File: config.mk
export PLATFORM = sky130hd
export DESIGN_NAME = serial_sub_fsm_flat
export DESIGN_NICKNAME = d
export VERILOG_FILES = /design/src/rtl/serial_sub_if.sv /design/src/rtl/serial_sub_fsm.sv /design/src/flat_wrapper.sv
export SDC_FILE = /design/constraint.sdc
export NUM_CORES = 1
export LEC_CHECK = 0
export ABC_CLOCK_PERIOD_IN_PS = 1600
export CAP_MARGIN = 40
export CORE_MARGIN = 2
export CORE_UTILIZATION = 49
export CTS_CLUSTER_DIAMETER = 150
export DETAILED_ROUTE_END_ITERATION = 10
export PLACE_DENSITY_LB_ADDON = 0.1
export SLEW_MARGIN = 5
export SYNTH_ARGS = -nofsm -noshare
export SYNTH_HDL_FRONTEND = slang
export SYNTH_SLANG_ARGS = --single-unit
File: constraint.sdc
create_clock -name clk -period 1.6 [get_ports clk]
set_clock_uncertainty 0.15 [all_clocks]
set_input_delay 0.4 -clock clk [delete_from_list [all_inputs] [get_ports clk]]
set_output_delay 0.4 -clock clk [all_outputs]
set_load 0.02 [all_outputs]
File: src/rtl/serial_sub_if.sv
// Word-level handshake bundle for the bit-serial subtractor.
interface serial_sub_if #(
  parameter int unsigned WIDTH = 8
);
  logic             start;
  logic [WIDTH-1:0] a_in;
  logic [WIDTH-1:0] b_in;
  logic             busy;
  logic             z;
  logic             z_valid;
  logic             done;
  logic [WIDTH-1:0] diff;
  logic             borrow_out;

  modport master (
    output start, a_in, b_in,
    input  busy, z, z_valid, done, diff, borrow_out
  );

  modport slave (
    input  start, a_in, b_in,
    output busy, z, z_valid, done, diff, borrow_out
  );
endinterface

File: src/rtl/serial_sub_fsm.sv
// Bit-serial subtractor: diff = a_in - b_in mod 2^WIDTH, processed LSB first
// through a two-state borrow FSM, one bit per clock.
module serial_sub_fsm #(
  parameter int unsigned WIDTH = 8
) (
  input logic         clk,
  input logic         rst,
  serial_sub_if.slave bus
);
  localparam int unsigned CntW = $clog2(WIDTH) + 1;

  typedef enum logic [1:0] {StIdle, StRun, StDone} state_e;
  typedef enum logic {Br0, Br1} borrow_e;

  state_e           state_q;
  borrow_e          borrow_q;
  logic [CntW-1:0]  cnt_q;
  logic [WIDTH-1:0] a_sh_q;
  logic [WIDTH-1:0] b_sh_q;
  logic [WIDTH-1:0] res_sh_q;
  logic             z_q;
  logic             z_valid_q;
  logic             done_q;
  logic             busy_q;
  logic [WIDTH-1:0] diff_q;
  logic             borrow_out_q;

  logic    a_bit;
  logic    b_bit;
  logic    d_bit;
  borrow_e borrow_d;
  logic    last_bit;

  assign a_bit    = a_sh_q[0];
  assign b_bit    = b_sh_q[0];
  assign last_bit = (cnt_q == CntW'(WIDTH - 1));

  // Borrow FSM: difference bit and next borrow state from the current LSBs.
  always_comb begin
    d_bit    = 1'b0;
    borrow_d = Br0;
    unique case (borrow_q)
      Br0: begin
        d_bit    = a_bit ^ b_bit;
        borrow_d = (~a_bit & b_bit) ? Br1 : Br0;
      end
      Br1: begin
        d_bit    = ~(a_bit ^ b_bit);
        borrow_d = (a_bit & ~b_bit) ? Br0 : Br1;
      end
      default: begin
        d_bit    = 1'b0;
        borrow_d = Br0;
      end
    endcase
  end

  // Control FSM with registered outputs; the last RUN edge also publishes the word result.
  always_ff @(posedge clk) begin
    if (rst) begin
      state_q      <= StIdle;
      borrow_q     <= Br0;
      cnt_q        <= '0;
      a_sh_q       <= '0;
      b_sh_q       <= '0;
      res_sh_q     <= '0;
      z_q          <= 1'b0;
      z_valid_q    <= 1'b0;
      done_q       <= 1'b0;
      busy_q       <= 1'b0;
      diff_q       <= '0;
      borrow_out_q <= 1'b0;
    end else begin
      // z_valid and done are set only by RUN edges, so both drop on any other edge.
      z_valid_q <= 1'b0;
      done_q    <= 1'b0;
      case (state_q)
        StIdle: begin
          if (bus.start) begin
            state_q  <= StRun;
            busy_q   <= 1'b1;
            a_sh_q   <= bus.a_in;
            b_sh_q   <= bus.b_in;
            res_sh_q <= '0;
            borrow_q <= Br0;
            cnt_q    <= '0;
          end
        end
        StRun: begin
          z_q       <= d_bit;
          z_valid_q <= 1'b1;
          a_sh_q    <= a_sh_q >> 1;
          b_sh_q    <= b_sh_q >> 1;
          res_sh_q  <= {d_bit, res_sh_q[WIDTH-1:1]};
          borrow_q  <= borrow_d;
          cnt_q     <= cnt_q + 1'b1;
          if (last_bit) begin
            state_q      <= StDone;
            done_q       <= 1'b1;
            diff_q       <= {d_bit, res_sh_q[WIDTH-1:1]};
            borrow_out_q <= (borrow_d == Br1);
          end
        end
        StDone: begin
          state_q <= StIdle;
          busy_q  <= 1'b0;
        end
        default: begin
          state_q  <= StIdle;
          borrow_q <= Br0;
          busy_q   <= 1'b0;
        end
      endcase
    end
  end

  assign bus.busy       = busy_q;
  assign bus.z          = z_q;
  assign bus.z_valid    = z_valid_q;
  assign bus.done       = done_q;
  assign bus.diff       = diff_q;
  assign bus.borrow_out = borrow_out_q;
endmodule

File: src/flat_wrapper.sv
// flat-port wrapper written by rule: the top's interface ports become plain ports
module serial_sub_fsm_flat 
#(
  parameter int unsigned WIDTH = 8
)
  (clk, rst, bus_start, bus_a_in, bus_b_in, bus_busy, bus_z, bus_z_valid, bus_done, bus_diff, bus_borrow_out);
  serial_sub_if #(.WIDTH(WIDTH)) bus_i ();
  input logic clk;
  input logic rst;
  input wire logic [$bits(bus_i.start)-1:0] bus_start;
  input wire logic [$bits(bus_i.a_in)-1:0] bus_a_in;
  input wire logic [$bits(bus_i.b_in)-1:0] bus_b_in;
  output wire logic [$bits(bus_i.busy)-1:0] bus_busy;
  output wire logic [$bits(bus_i.z)-1:0] bus_z;
  output wire logic [$bits(bus_i.z_valid)-1:0] bus_z_valid;
  output wire logic [$bits(bus_i.done)-1:0] bus_done;
  output wire logic [$bits(bus_i.diff)-1:0] bus_diff;
  output wire logic [$bits(bus_i.borrow_out)-1:0] bus_borrow_out;
  assign bus_i.start = bus_start;
  assign bus_i.a_in = bus_a_in;
  assign bus_i.b_in = bus_b_in;
  assign bus_busy = bus_i.busy;
  assign bus_z = bus_i.z;
  assign bus_z_valid = bus_i.z_valid;
  assign bus_done = bus_i.done;
  assign bus_diff = bus_i.diff;
  assign bus_borrow_out = bus_i.borrow_out;
  serial_sub_fsm #(.WIDTH(WIDTH)) u_core (.clk(clk), .rst(rst), .bus(bus_i));
endmodule
# == Yosys cells after proc, flatten, opt, wreduce, memory -nomap -nowiden ==
# Index checks and enable logic that the tools add are counted.
# Widths: inputs -> output; s select.
# totals
reg_bits,44
elab_cells,56
input_bits,19
out_inout_bits,13
# op_classes
eq_ne,5
mux,21
reduce_logical,8
add_sub_neg,1
n_bitwise,9
# ops
operator,count
$pmux 8 s2,3
$mux 8,3
$reduce_and 2->1,5
$pmux 4 s2,1
$mux 1,6
$not 1->1,6
$pmux 1 s2,3
$add 4x1->4 const B,1
$eq 4x3->1 const B,1
$mux 2,2
$mux 4,1
$pmux 2 s2,1
$pmux 1 s3,1
$and 1x1->1,2
$eq 2x1->1 const B,1
$eq 2x2->1 const B,1
$logic_not 2->1,1
$ne 2x1->1 const B,1
$ne 2x2->1 const B,1
$reduce_bool 2->1,1
$reduce_or 2->1,1
$xor 1x1->1,1

# == Longest topological paths before layout ==
# logic_depth
word_depth,5
mapped_depth,5

# == Worst setup path after synthesis ==
# No wires, ideal clock.
# synth_path
path_kind,flip-flop to flip-flop
from,reg u_core.cnt_q[0]
to,reg u_core.state_q[0]
stages_incl_launch_ff,5
setup_slack_ps,166
setup_ps,103
t_arrival_ps,1180
t_required_ps,1347
path_cell_list,dfxtp_1 ha_1 and3b_1 buf_2 a2111oi_2
# synth_between
elab_chain_len,3
# synth_lines
item,line_no,source
"start, declared",serial_sub_fsm.sv:17,logic [CntW-1:0] cnt_q;
"start signal, assigned",serial_sub_fsm.sv:96,cnt_q <= cnt_q + 1'b1;
$eq 4x3->1,serial_sub_fsm.sv:36,assign last_bit = (cnt_q == CntW'(WIDTH - 1));
$ne 2x1->1 (no line),--,
$reduce_and 2->1 (no line),--,
"end signal, assigned",serial_sub_fsm.sv:61,state_q <= StIdle;
"end signal, assigned",serial_sub_fsm.sv:80,state_q <= StRun;
"end signal, assigned",serial_sub_fsm.sv:98,state_q <= StDone;
"end, declared",serial_sub_fsm.sv:15,state_e state_q;
# Every way passes these cells.
# A chain may end at the register's enable or synchronous reset.

# == Worst setup path in the final report ==
# layout_path
from,in bus_start
to,reg u_core.b_sh_q[1]
# layout_between
elab_chain_len,2
# layout_lines
item,line_no,source
"start, declared",flat_wrapper.sv:10,input wire logic [$bits(bus_i.start)-1:0] bus_start;
$ne 2x2->1 (no line),--,
$reduce_and 2->1 (no line),--,
"end signal, assigned",serial_sub_fsm.sv:83,b_sh_q <= bus.b_in;
"end signal, assigned",serial_sub_fsm.sv:93,b_sh_q <= b_sh_q >> 1;
"end, declared",serial_sub_fsm.sv:19,logic [WIDTH-1:0] b_sh_q;
# Every way passes these cells.

==> load_flow_metrics.sql <==
INSERT INTO impl_metrics (metric_group, metric, value, unit) VALUES
('run_status', 'run_status', 'completed', ''),
('worst_setup_path', 'critical_path.max_fanout', '11', ''),
('grt', 'grt_remaining_overflow', '0', ''),
('timing', 'final.hold.worst_slack', '0.3224', 'ns'),
('power', 'power_density', '909.8', 'nW/um^2'),
('grt', 'grt_pass1_vias', '1446', ''),
('synth', 'yosys.cell_types.count', '29', ''),
('timing', 'timing.max_slew.rel_slack', '80.44', '%'),
('clock_tree', 'worst_skew_pair.late_latency', '0.29', 'ns'),
('drt', 'num_vias', '1636', ''),
('die', 'floorplan.io_pins', '32', ''),
('synth', 'synth_area_in_adders', '1.979', '%'),
('drt', 'drtIter0Drc', '160', ''),
('drt', 'drtPass1Iterations', '4', ''),
('worst_setup_path', 'startpoint_type', 'primary input', ''),
('drt', 'drt_wl_total', '3898', 'um'),
('cells_and_area', 'synthToLayoutAreaGrowth', '27.64', '%'),
('cells_and_area', 'layout_common_cells', '43 x sky130_fd_sc_hd__dfxtp_1, 27 x sky130_fd_sc_hd__a21oi_1, 23 x sky130_fd_sc_hd__nor2_1', ''),
('power', 'sw_frac_of_total', '24.20', '%'),
('timing', 'report.final.setup_viol', '0', ''),
('placement', 'placement.io_buffers', '31', ''),
('power', 'p_switching', '0.5330', 'mW'),
('drt', 'drc_errors', '0', ''),
('synth', 'synthSimpleGateAreaFrac', '29.22', '%'),
('cells_and_area', 'number_of_nets_in_the_layout', '280', ''),
('die', 'floorplan.die.height', '66.22', 'um'),
('cells_and_area', 'finish.utilization', '65.64', '%'),
('synth', 'ys_warn_count', '0', ''),
('cells_and_area', 'antenna_cells_inserted', '0', ''),
('worst_setup_path', 'cp_slowest_stage_delay', '0.47', 'ns'),
('timing', 'number_of_max_slew_violations_in_the_final_report', '0', ''),
('die', 'floorplan.rows', '22', ''),
('grt', 'grt_antenna_before_repair', '0', ''),
('worst_setup_path', 'crit_family', 'buffers and inverters', ''),
('clock_tree', 'max-clock-path-buffers', '2', ''),
('worst_setup_path', 'timing.setup.critical_path_class', 'primary input to flop', ''),
('timing', 'min_period_over_period', '98.86', '%'),
('timing', 'fin_tns_setup', '0', 'ns'),
('min_path', 'worstHoldPathType', 'flop to flop', ''),
('synth', 'synth.avg_cell_area', '8.544', 'um^2'),
('worst_setup_path', 'worst_ep_required_time', '1.64', 'ns'),
('drt', 'avgViaCountPerCell', '5.329', ''),
('synth', 'synth.cell_area', '1897', 'um^2'),
('flow_run', 'max_cap_viol_count', '0', ''),
('power', 'p_leak', '0.9632', 'nW'),
('synth', 'yosys.area_share.xor_xnor', '0.4617', '%'),
('grt', 'largest_net_degree_at_the_start_of_global_routing', '24', ''),
('clock_tree', 'clock_pin_slew_on_the_worst_setup_and_hold_paths', '0.08', 'ns'),
('clock_tree', 'cts_num_sinks', '43', ''),
('power', 'vdd_drop_max', '655.8', 'uV'),
('synth', 'synthesis.instances', '222', ''),
('clock_tree', 'cts_tree', 'built', ''),
('synth', 'main_combinational_cell_family_by_area_after_synthesis', 'simple AND/OR/NAND/NOR gates', ''),
('clock_tree', 'cts_buffers', '5', ''),
('synth', 'synth-seq-area-share', '45.38', '%'),
('worst_setup_path', 'crit_slowest_cell', 'sky130_fd_sc_hd__clkdlybuf4s50_1', ''),
('power', 'internal_power', '1.670', 'mW'),
('die', 'die_width', '66.22', 'um'),
('timing', 'max_clock_freq', '632.2', 'MHz'),
('die', 'initial_core_util', '51.42', '%'),
('power', 'power.share.combinational', '13.8', '%'),
('synth', 'synth_compound_area_share', '16.42', '%'),
('cells_and_area', 'commonest_non_fill_non_tap_cell_in_the_layout', 'sky130_fd_sc_hd__dfxtp_1', ''),
('power', 'share_clk_of_total_power', '34.2', '%'),
('placement', 'final_weighted_congestion_in_routability_driven_placement', '0.7309', ''),
('timing', 'fin_crit', '1.582', 'ns'),
('synth', 'synth_mux_area_share', '0.5277', '%'),
('power', 'share_seq_of_total_power', '51.9', '%'),
('timing', 'hold_viol_final', '0', ''),
('die', 'fp.dieArea', '4384', 'um^2'),
('placement', 'dp.final_hpwl', '2641', 'um');
[cell usage after synthesis]
library cell | number | area [um^2]
sky130_fd_sc_hd__a2111oi_2 | 1 | 15.01
sky130_fd_sc_hd__a211oi_1 | 2 | 15.01
sky130_fd_sc_hd__a21oi_1 | 29 | 145.1
sky130_fd_sc_hd__a22oi_1 | 7 | 52.55
sky130_fd_sc_hd__a31oi_1 | 2 | 12.51
sky130_fd_sc_hd__and3b_1 | 2 | 17.52
sky130_fd_sc_hd__buf_2 | 10 | 50.05
sky130_fd_sc_hd__buf_6 | 2 | 22.52
sky130_fd_sc_hd__clkbuf_1 | 8 | 30.03
sky130_fd_sc_hd__dfxtp_1 | 43 | 860.8
sky130_fd_sc_hd__ha_1 | 3 | 37.54
sky130_fd_sc_hd__inv_1 | 3 | 11.26
sky130_fd_sc_hd__mux2i_1 | 1 | 10.01
sky130_fd_sc_hd__nand2_1 | 6 | 22.52
sky130_fd_sc_hd__nand2b_1 | 16 | 100.1
sky130_fd_sc_hd__nand3_1 | 11 | 55.05
sky130_fd_sc_hd__nand3b_1 | 3 | 22.52
sky130_fd_sc_hd__nor2_1 | 23 | 86.33
sky130_fd_sc_hd__nor2b_1 | 4 | 25.02
sky130_fd_sc_hd__nor3_1 | 16 | 80.08
sky130_fd_sc_hd__nor4_1 | 1 | 6.260
sky130_fd_sc_hd__nor4bb_1 | 1 | 10.01
sky130_fd_sc_hd__o21ai_0 | 3 | 15.01
sky130_fd_sc_hd__o21ai_1 | 7 | 35.03
sky130_fd_sc_hd__o21ba_2 | 1 | 10.01
sky130_fd_sc_hd__o21bai_2 | 1 | 11.26
sky130_fd_sc_hd__or3_1 | 1 | 6.260
sky130_fd_sc_hd__or3b_1 | 14 | 122.6
sky130_fd_sc_hd__xnor2_1 | 1 | 8.760
[worst register-to-register path: cells and delay by family (launching register included)]
kind	cells	cell delay, ns
AOI/OAI and AO/OA	1	0.36
adders and majority gates	1	0.24
DFF	1	0.34
and+or+nand+nor	1	0.31
[power groups by stage]
stage | combinational [mW] | clock, mW | sequential, mW
2_1_floorplan | 0.187 | 0 | 1.17
3_3_place_gp | 0.304 | 0 | 1.17
3_5_place_dp | 0.306 | 0 | 1.17
4_1_cts | 0.304 | 0.776 | 1.14
5_1_grt | 0.339 | 0.825 | 1.15
6_report | 0.305 | 0.754 | 1.14
[timing repair]
item                                    4_1_cts  5_1_grt
setup buffers                                 0        0
hold buffers                                  0        0
endpoints found under the setup margin       13       10
resized for setup                            13        3
pin swaps                                     0        0
hold endpoints to repair                      0        0
[layer usage]
metal  part of all wire, %  global-route usage [%]  up-vias
li1                      -                       -      843
met2                    49                   31.37       30
met3                   3.9                   6.303        2
met1                    47                   24.29      761
met5                     0                       0        -
met4                  0.59                   4.592        0
[flip-flops by register name, summed over array words and instances (netlist names)]
name	count
u_core.bus.busy	1
u_core.res_sh_q	7
u_core.cnt_q	4
u_core.bus.done	1
u_core.bus.diff	8
u_core.state_q	2
u_core.bus.z_valid	1
u_core.borrow_q	1
u_core.bus.borrow_out	1
u_core.bus.z	1
u_core.a_sh_q	8
u_core.b_sh_q	8
[area by class of cell]
type | instances | area (um^2)
Sequential cell | 43 | 860.8
Inverter | 3 | 11.26
Clock inverter | 1 | 7.507
Timing Repair Buffer | 49 | 454.2
Clock buffer | 7 | 96.34
Fill cell | 345 | 1267
Tap cell | 48 | 60.06
Multi-Input combinational cell | 156 | 930.9
[cell families after synthesis]
family                     count (synthesis)
muxes                                      1
and+or+nand+nor                           98
AOI/OAI and AO/OA                         53
buffers and inverters                     23
DFF                                       43
xor gates and xnor gates                   1
adders and majority gates                  3
[stage by stage]
step / power, mW / instances / setup WS (ns) / area (um^2)
floorplan: 1.354 / 222 / 0.1661 / 1897
global placement: 1.472 / 299 / -0.2708 / 2325
detailed placement: 1.474 / 299 / -0.2981 / 2325
CTS: 2.224 / 307 / 0.01046 / 2412
global route: 2.314 / 307 / -0.02989 / 2421
finish: 2.203 / 307 / 0.01832 / 2421
[final timing paths]
path / startpoint / end / slack [ns] / cells after the start
worst min-delay path: u_core.bus.z$_SDFFE_PP0P_ / u_core.bus.z$_SDFFE_PP0P_ / 0.32 / 2
worst min register to register: u_core.bus.z$_SDFFE_PP0P_ / u_core.bus.z$_SDFFE_PP0P_ / 0.32 / 2
worst max register to register: u_core.cnt_q[0]$_SDFFE_PP0P_ / u_core.state_q[0]$_SDFFE_PP0P_ / 0.11 / 3
worst max-delay path: bus_start / u_core.b_sh_q[1]$_SDFFE_PP0P_ / 0.02 / 5
Power figures use the tool's default switching activity.
==> variant 1 (same flow settings) <==
`WIDTH` is set to 8 in 3 places; all go to 4.
--- a/src/rtl/serial_sub_if.sv
+++ b/src/rtl/serial_sub_if.sv
@@ -1,6 +1,6 @@
 // Word-level handshake bundle for the bit-serial subtractor.
 interface serial_sub_if #(
-  parameter int unsigned WIDTH = 8
+  parameter int unsigned WIDTH = 4
 );
   logic             start;
   logic [WIDTH-1:0] a_in;
--- a/src/rtl/serial_sub_fsm.sv
+++ b/src/rtl/serial_sub_fsm.sv
@@ -1,7 +1,7 @@
 // Bit-serial subtractor: diff = a_in - b_in mod 2^WIDTH, processed LSB first
 // through a two-state borrow FSM, one bit per clock.
 module serial_sub_fsm #(
-  parameter int unsigned WIDTH = 8
+  parameter int unsigned WIDTH = 4
 ) (
   input logic         clk,
   input logic         rst,
--- a/src/flat_wrapper.sv
+++ b/src/flat_wrapper.sv
@@ -1,7 +1,7 @@
 // flat-port wrapper written by rule: the top's interface ports become plain ports
 module serial_sub_fsm_flat 
 #(
-  parameter int unsigned WIDTH = 8
+  parameter int unsigned WIDTH = 4
 )
   (clk, rst, bus_start, bus_a_in, bus_b_in, bus_busy, bus_z, bus_z_valid, bus_done, bus_diff, bus_borrow_out);
   serial_sub_if #(.WIDTH(WIDTH)) bus_i ();
Interface: changed (resized bus_a_in, bus_b_in and bus_diff); port bits go from 32 to 20. The function was not compared with the original's and may differ.
==> variant 1 against the original RTL <==
  * Cell area decreased by 46%
  * Utilization increased by 0.24 points
  * Wire length down 52%
  * Sequential cell count shrank 17
  * Global-route usage shrank 1.5 points
  * Synthesized area shrank 44%
  * Total power is 40% lower
  * Setup slack gained 0.044 ns
  * Critical path type is now register to output pin
  * Highest routed layer unchanged
==> variant 1: results (changes against the original RTL) <==
----------------------------------------------------
[Detailed routing]
  Number of violations reported at the end of detailed-routing iteration 0 ... 6 (-96%)
  Overall routed net length ... 1.88 mm (-52%)
  Vias per inst ... 5.17 (-3.0%)

[Placement]
  Standard cell area after detailed placement ... 1280 um2 (-45%)
  Port Buffers ... 19 (-39%)
  Post-DP HPWL ... 1.36 mm (-49%)
  Final weighted congestion of routability-driven global placement ... 0.712 (-2.6%)

[Synth]
  Leading cell types by count after synthesis ... sky130_fd_sc_hd__dfxtp_1 (26), sky130_fd_sc_hd__nor2_1 (15), sky130_fd_sc_hd__a21oi_1 (8), sky130_fd_sc_hd__mux2i_1 (8), sky130_fd_sc_hd__nand2_1 (7)
  Primary FF master, synth ... sky130_fd_sc_hd__dfxtp_1
  Sequential share of the synthesized area ... 49.3% (+4.0 points)
  Fraction of registers with async set/reset ... 0% (unchanged)
  Net count after synthesis ... 127 (-48%)
  Yosys cell types ... 26 (-10%)
  Largest cells by area after synthesis ... sky130_fd_sc_hd__dfxtp_1 (49%), sky130_fd_sc_hd__mux2i_1 (7.6%), sky130_fd_sc_hd__nor2_1 (5.3%)

[Cells and area]
  Ratio of cells with drive above 1 in the final layout ... 10.4% (-1.9 points)
  Fillers ... 186 (-46%)
  Nets ... 150 (-46%)

[CTS]
  Total setup buffers inserted after CTS ... 0 (unchanged)
  Inserted Clock Buffers ... 3 (-2)
  Clock edge transition at the registers on the reported setup and hold paths ... 0.13 ns (+0.05 ns)
  Total number of H-tree levels ... 1 (-1)
  Clock latency on the worst-skew pair ... 0.32 ns (+0.03 ns)
  Clk root buf ... sky130_fd_sc_hd__clkbuf_4
  Worst-case clock buffer depth ... 2 (unchanged)

[Power]
  Peak supply drop ... 0.000583 V (-11%)
  Power density of the placed cells ... 996 nW/um2 (+9.4%)
  Leakage power ... 0.000516 uW (-46%)

[Global routing]
  Initial antenna violation count ... 0 (unchanged)
  Vias in the first global route ... 785 (-46%)
  Total GRT Usage ... 17.7% (-1.5 points)
  Wire length of the first global-routing pass ... 3.40 mm (-48%)
  Pin count of the biggest net entering global routing ... 27 (+13%)

[Critical path]
  Slowest-stage cell, CP ... sky130_fd_sc_hd__dfxtp_1
  Worst Path Max Fanout ... 2 (-9)
  Crit-path max cell delay ... 0.35 ns (-0.12 ns)
  Category of cells accounting for the largest share of critical-path delay ... flip-flops

[Timing]
  Final hold vios ... 0 (unchanged)
  Headroom to the max-slew limit ... 80.8% (+0.36 points)

[Run status]
  Status ... completed

----------------------------------------------------
## variant 1: cell count changes after synthesis, sizes merged, moves of 4 or more
cell / change
dfxtp: -17
mux2i: +7
nand2b: -15
nor3: -12
o21ai: -10
or3b: -14
nor2: -8
nand3: -7
clkbuf: -4
buf: -9
a21oi: -21
a211oi: +4
## variant 1: final timing paths
| kind | start | to | slack [ns] | cells past startpoint |
|---|---|---|---|---|
| setup / recovery | u_core.bus.diff[3] | bus_diff[3] | 0.06 | 1 |
| hold / removal | u_core.bus.diff[2] | u_core.bus.diff[2] | 0.32 | 2 |
| setup reg to reg | u_core.cnt_q[0] | u_core.bus.diff[3] | 0.10 | 5 |
| hold reg to reg | u_core.bus.diff[2] | u_core.bus.diff[2] | 0.32 | 2 |
## variant 1: per-layer routing
metal | share of wire, % | routed length, um | track usage, %
met1 | 47 | 879 | 22.3
met2 | 49 | 925 | 29.4
met3 | 3.5 | 66 | 3.87
met4 | 0.64 | 12 | 6.76
met5 | 0 | 0 | 0
## variant 1: logic make-up after synthesis
family / after synthesis / share of synthesized area, %
compound gates: 24 / 15.7
xor+xnor: 1 / 0.831
fa+ha+maj: 4 / 4.75
buf+inv: 12 / 5.46
flops: 26 / 49.3
mux: 8 / 7.59
simple gates: 37 / 16.4
## variant 1: layout make-up
class / count / area share (%)
tap: 27 / 2.56
inverter: 5 / 1.42
clock buffer: 3 / 1.71
clock inverter: 1 / 2.28
sequential: 26 / 39.5
multi-input combinational: 74 / 36.1
timing repair buffer: 25 / 16.4
## variant 1: metrics by stage
stage               total power (uW)  worst slack, ns  instances  setup TNS [ns]
floorplan                        823            0.216        112               0
global placement                 883           -0.152        157          -0.910
detailed placement               889           -0.171        157           -1.24
CTS                             1340           0.0169        161               0
global route                    1390         0.000426        161               0
finish                          1310           0.0625        161               0
## variant 1: timing repair
action / in CTS / in global routing
hold buffers: 0 / 0
endpoints found under the hold margin: 0 / 0
endpoints found under the setup margin: 9 / 6
gates resized for setup: 10 / 8
## variant 1: where the power goes
group,switching [uW],total (uW),internal [uW]
combinational,83.1,167,84.1
clock,192,446,253
sequential,21.8,700,678
## variant 1: tightest hold or removal path, stage by stage (launching register included)
cell                      delay (ns)
sky130_fd_sc_hd__dfxtp_1        0.34
sky130_fd_sc_hd__nand2_1        0.05
sky130_fd_sc_hd__a21oi_1        0.05
==> variant 2 (same flow settings) <==
Made on the original files. Re-encode `state_e` (3 states) as one-hot, 3 bits wide.
--- a/src/rtl/serial_sub_fsm.sv
+++ b/src/rtl/serial_sub_fsm.sv
@@ -9,7 +9,7 @@
 );
   localparam int unsigned CntW = $clog2(WIDTH) + 1;
 
-  typedef enum logic [1:0] {StIdle, StRun, StDone} state_e;
+  typedef enum logic [2:0] {StIdle = 3'b001, StRun = 3'b010, StDone = 3'b100} state_e;
   typedef enum logic {Br0, Br1} borrow_e;
 
   state_e           state_q;
Check against the original RTL: no difference found for any inputs over 10 cycles, from zero or initial values and one cycle with rst high; not proved beyond that.
==> variant 2 against the original RTL <==
  * Total power increased by 7.8%
  * Synthesized area decreased by 3.4%
  * Wire length increased by 13%
  * Setup slack improved by 0.047 ns
  * Sequential power increased by 4%
  * Clock power increased by 18%
  * Cell area increased by 1.7%
  * Sequential cell count increased by 1
  * Highest routed layer unchanged
==> variant 2: results (changes against the original RTL) <==
----------------------------------------------------
[Run status]
  Status ... completed

[Detailed routing]
  M1 WL ... 1.96 mm (+7.2%)
  Drt wl/cell ... 14.6 um (+15%)
  Met2 layer wire length in the routed design ... 2.19 mm (+15%)
  Vias per inst ... 5.76 (+8.0%)
  Routed wire length on met3 ... 167 um (+11%)

[Placement]
  Standard cell area after detailed placement ... 2280 um2 (-1.9%)
  DP Worst Slack ... -0.393 ns (-0.0944 ns)
  Cell count after placement ... 290 (-3.0%)
  Final weighted congestion of routability-driven global placement ... 0.742 (+1.5%)

[Cells and area]
  Sequential cell count ... 44 (+2.3%)
  Fraction of the core area covered by cells at the end of the flow ... 67.8% (+2.1 points)
  FF/Latch Area ... 885 um2 (+2.8%)
  Share of the final layout cell area in multi-input gates ... 35.1% (-3.3 points)
  Number of clock buffer instances in the layout ... 6 (-1)
  Fraction of cell area in non-clock buffers ... 20.8% (+2.1 points)
  Ratio of cells with drive above 1 in the final layout ... 15.7% (+3.3 points)
  Final cell count without fillers ... 303 (-1.3%)
  Inverters, non-clock ... 5 (+2)
  Number of multi-input combinational cells ... 142 (-9.0%)
  Clock buffer and inverter area fraction after layout ... 4.93% (+0.64 points)

[Power]
  Leakage power ... 0.000929 uW (-3.5%)
  Net switching power figure ... 555 uW (+4.1%)
  Power dissipated in the clock network ... 890 uW (+18%)

[Synth]
  Sequential share of the synthesized area ... 48.1% (+2.7 points)
  Largest cells by area after synthesis ... sky130_fd_sc_hd__dfxtp_1 (48%), sky130_fd_sc_hd__a211oi_1 (6.6%), sky130_fd_sc_hd__a21oi_1 (6.0%)
  Number of cells produced by synthesis ... 212 (-4.5%)
  Leading cell types by count after synthesis ... sky130_fd_sc_hd__dfxtp_1 (44), sky130_fd_sc_hd__a21oi_1 (22), sky130_fd_sc_hd__nand3_1 (21), sky130_fd_sc_hd__a211oi_1 (16), sky130_fd_sc_hd__nor3_1 (16)

[Global routing]
  Total GRT Usage ... 23.2% (+4.0 points)
  Met2 usage in global routing ... 40.1% (+8.7 points)
  M1 GR Usage ... 27.4% (+3.1 points)
  Met3 track demand over resource in global routing ... 5.82% (-0.48 points)
  Pin count of the biggest net entering global routing ... 45 (+88%)

[Timing]
  Tcrit/Tclk final ... 95.9% (-2.9 points)
  Post-route worst hold slack ... 0.303 ns (-0.0193 ns)
  Tightest Pin Transition ... 0.311 ns (+0.0206 ns)

[CTS]
  Total setup buffers inserted after CTS ... 5 (+5)
  Count of cells resized by post-cts repair ... 17 (+4)

[Worst hold path]
  End point of the most critical hold path ... u_core.bus.z
  Worst Hold Launch ... u_core.bus.z

[Critical path]
  Slowest-stage cell, CP ... sky130_fd_sc_hd__dfxtp_2
  Worst Path Max Fanout ... 10 (-1)
  Crit-path max cell delay ... 0.33 ns (-0.14 ns)
  Source of the worst register-to-register timing path ... u_core.state_q[2]
  Data arrival time of the critical path ... 1.59 ns (-0.03 ns)
  Reg2Reg Depth ... 5 (+2)
  R2R setup slack ... 0.07 ns (-0.04 ns)

----------------------------------------------------
variant 2: cell count changes in the layout (fill, tap and decap cells not counted), moves of 7 or more:
| cell | unedited run | this run |
|---|---|---|
| sky130_fd_sc_hd__nand2b_1 | 16 | 2 |
| sky130_fd_sc_hd__a22oi_1 | 7 | 0 |
| sky130_fd_sc_hd__a211oi_1 | 2 | 16 |
| sky130_fd_sc_hd__nor2_1 | 23 | 3 |
| sky130_fd_sc_hd__nand3_1 | 11 | 21 |
| sky130_fd_sc_hd__or3b_1 | 14 | 0 |
| sky130_fd_sc_hd__o22ai_1 | 0 | 14 |
| sky130_fd_sc_hd__nand2_1 | 6 | 14 |
variant 2: cell families after synthesis:
logic type,synth area share [%]
AND/OR/NAND/NOR,20.8
AO/OA/AOI/OAI,22.1
flip-flops,48.1
buffers and inverters,5.94
adder cells (fa/ha/maj),2.05
XOR/XNOR,0.478
multiplexers,0.546
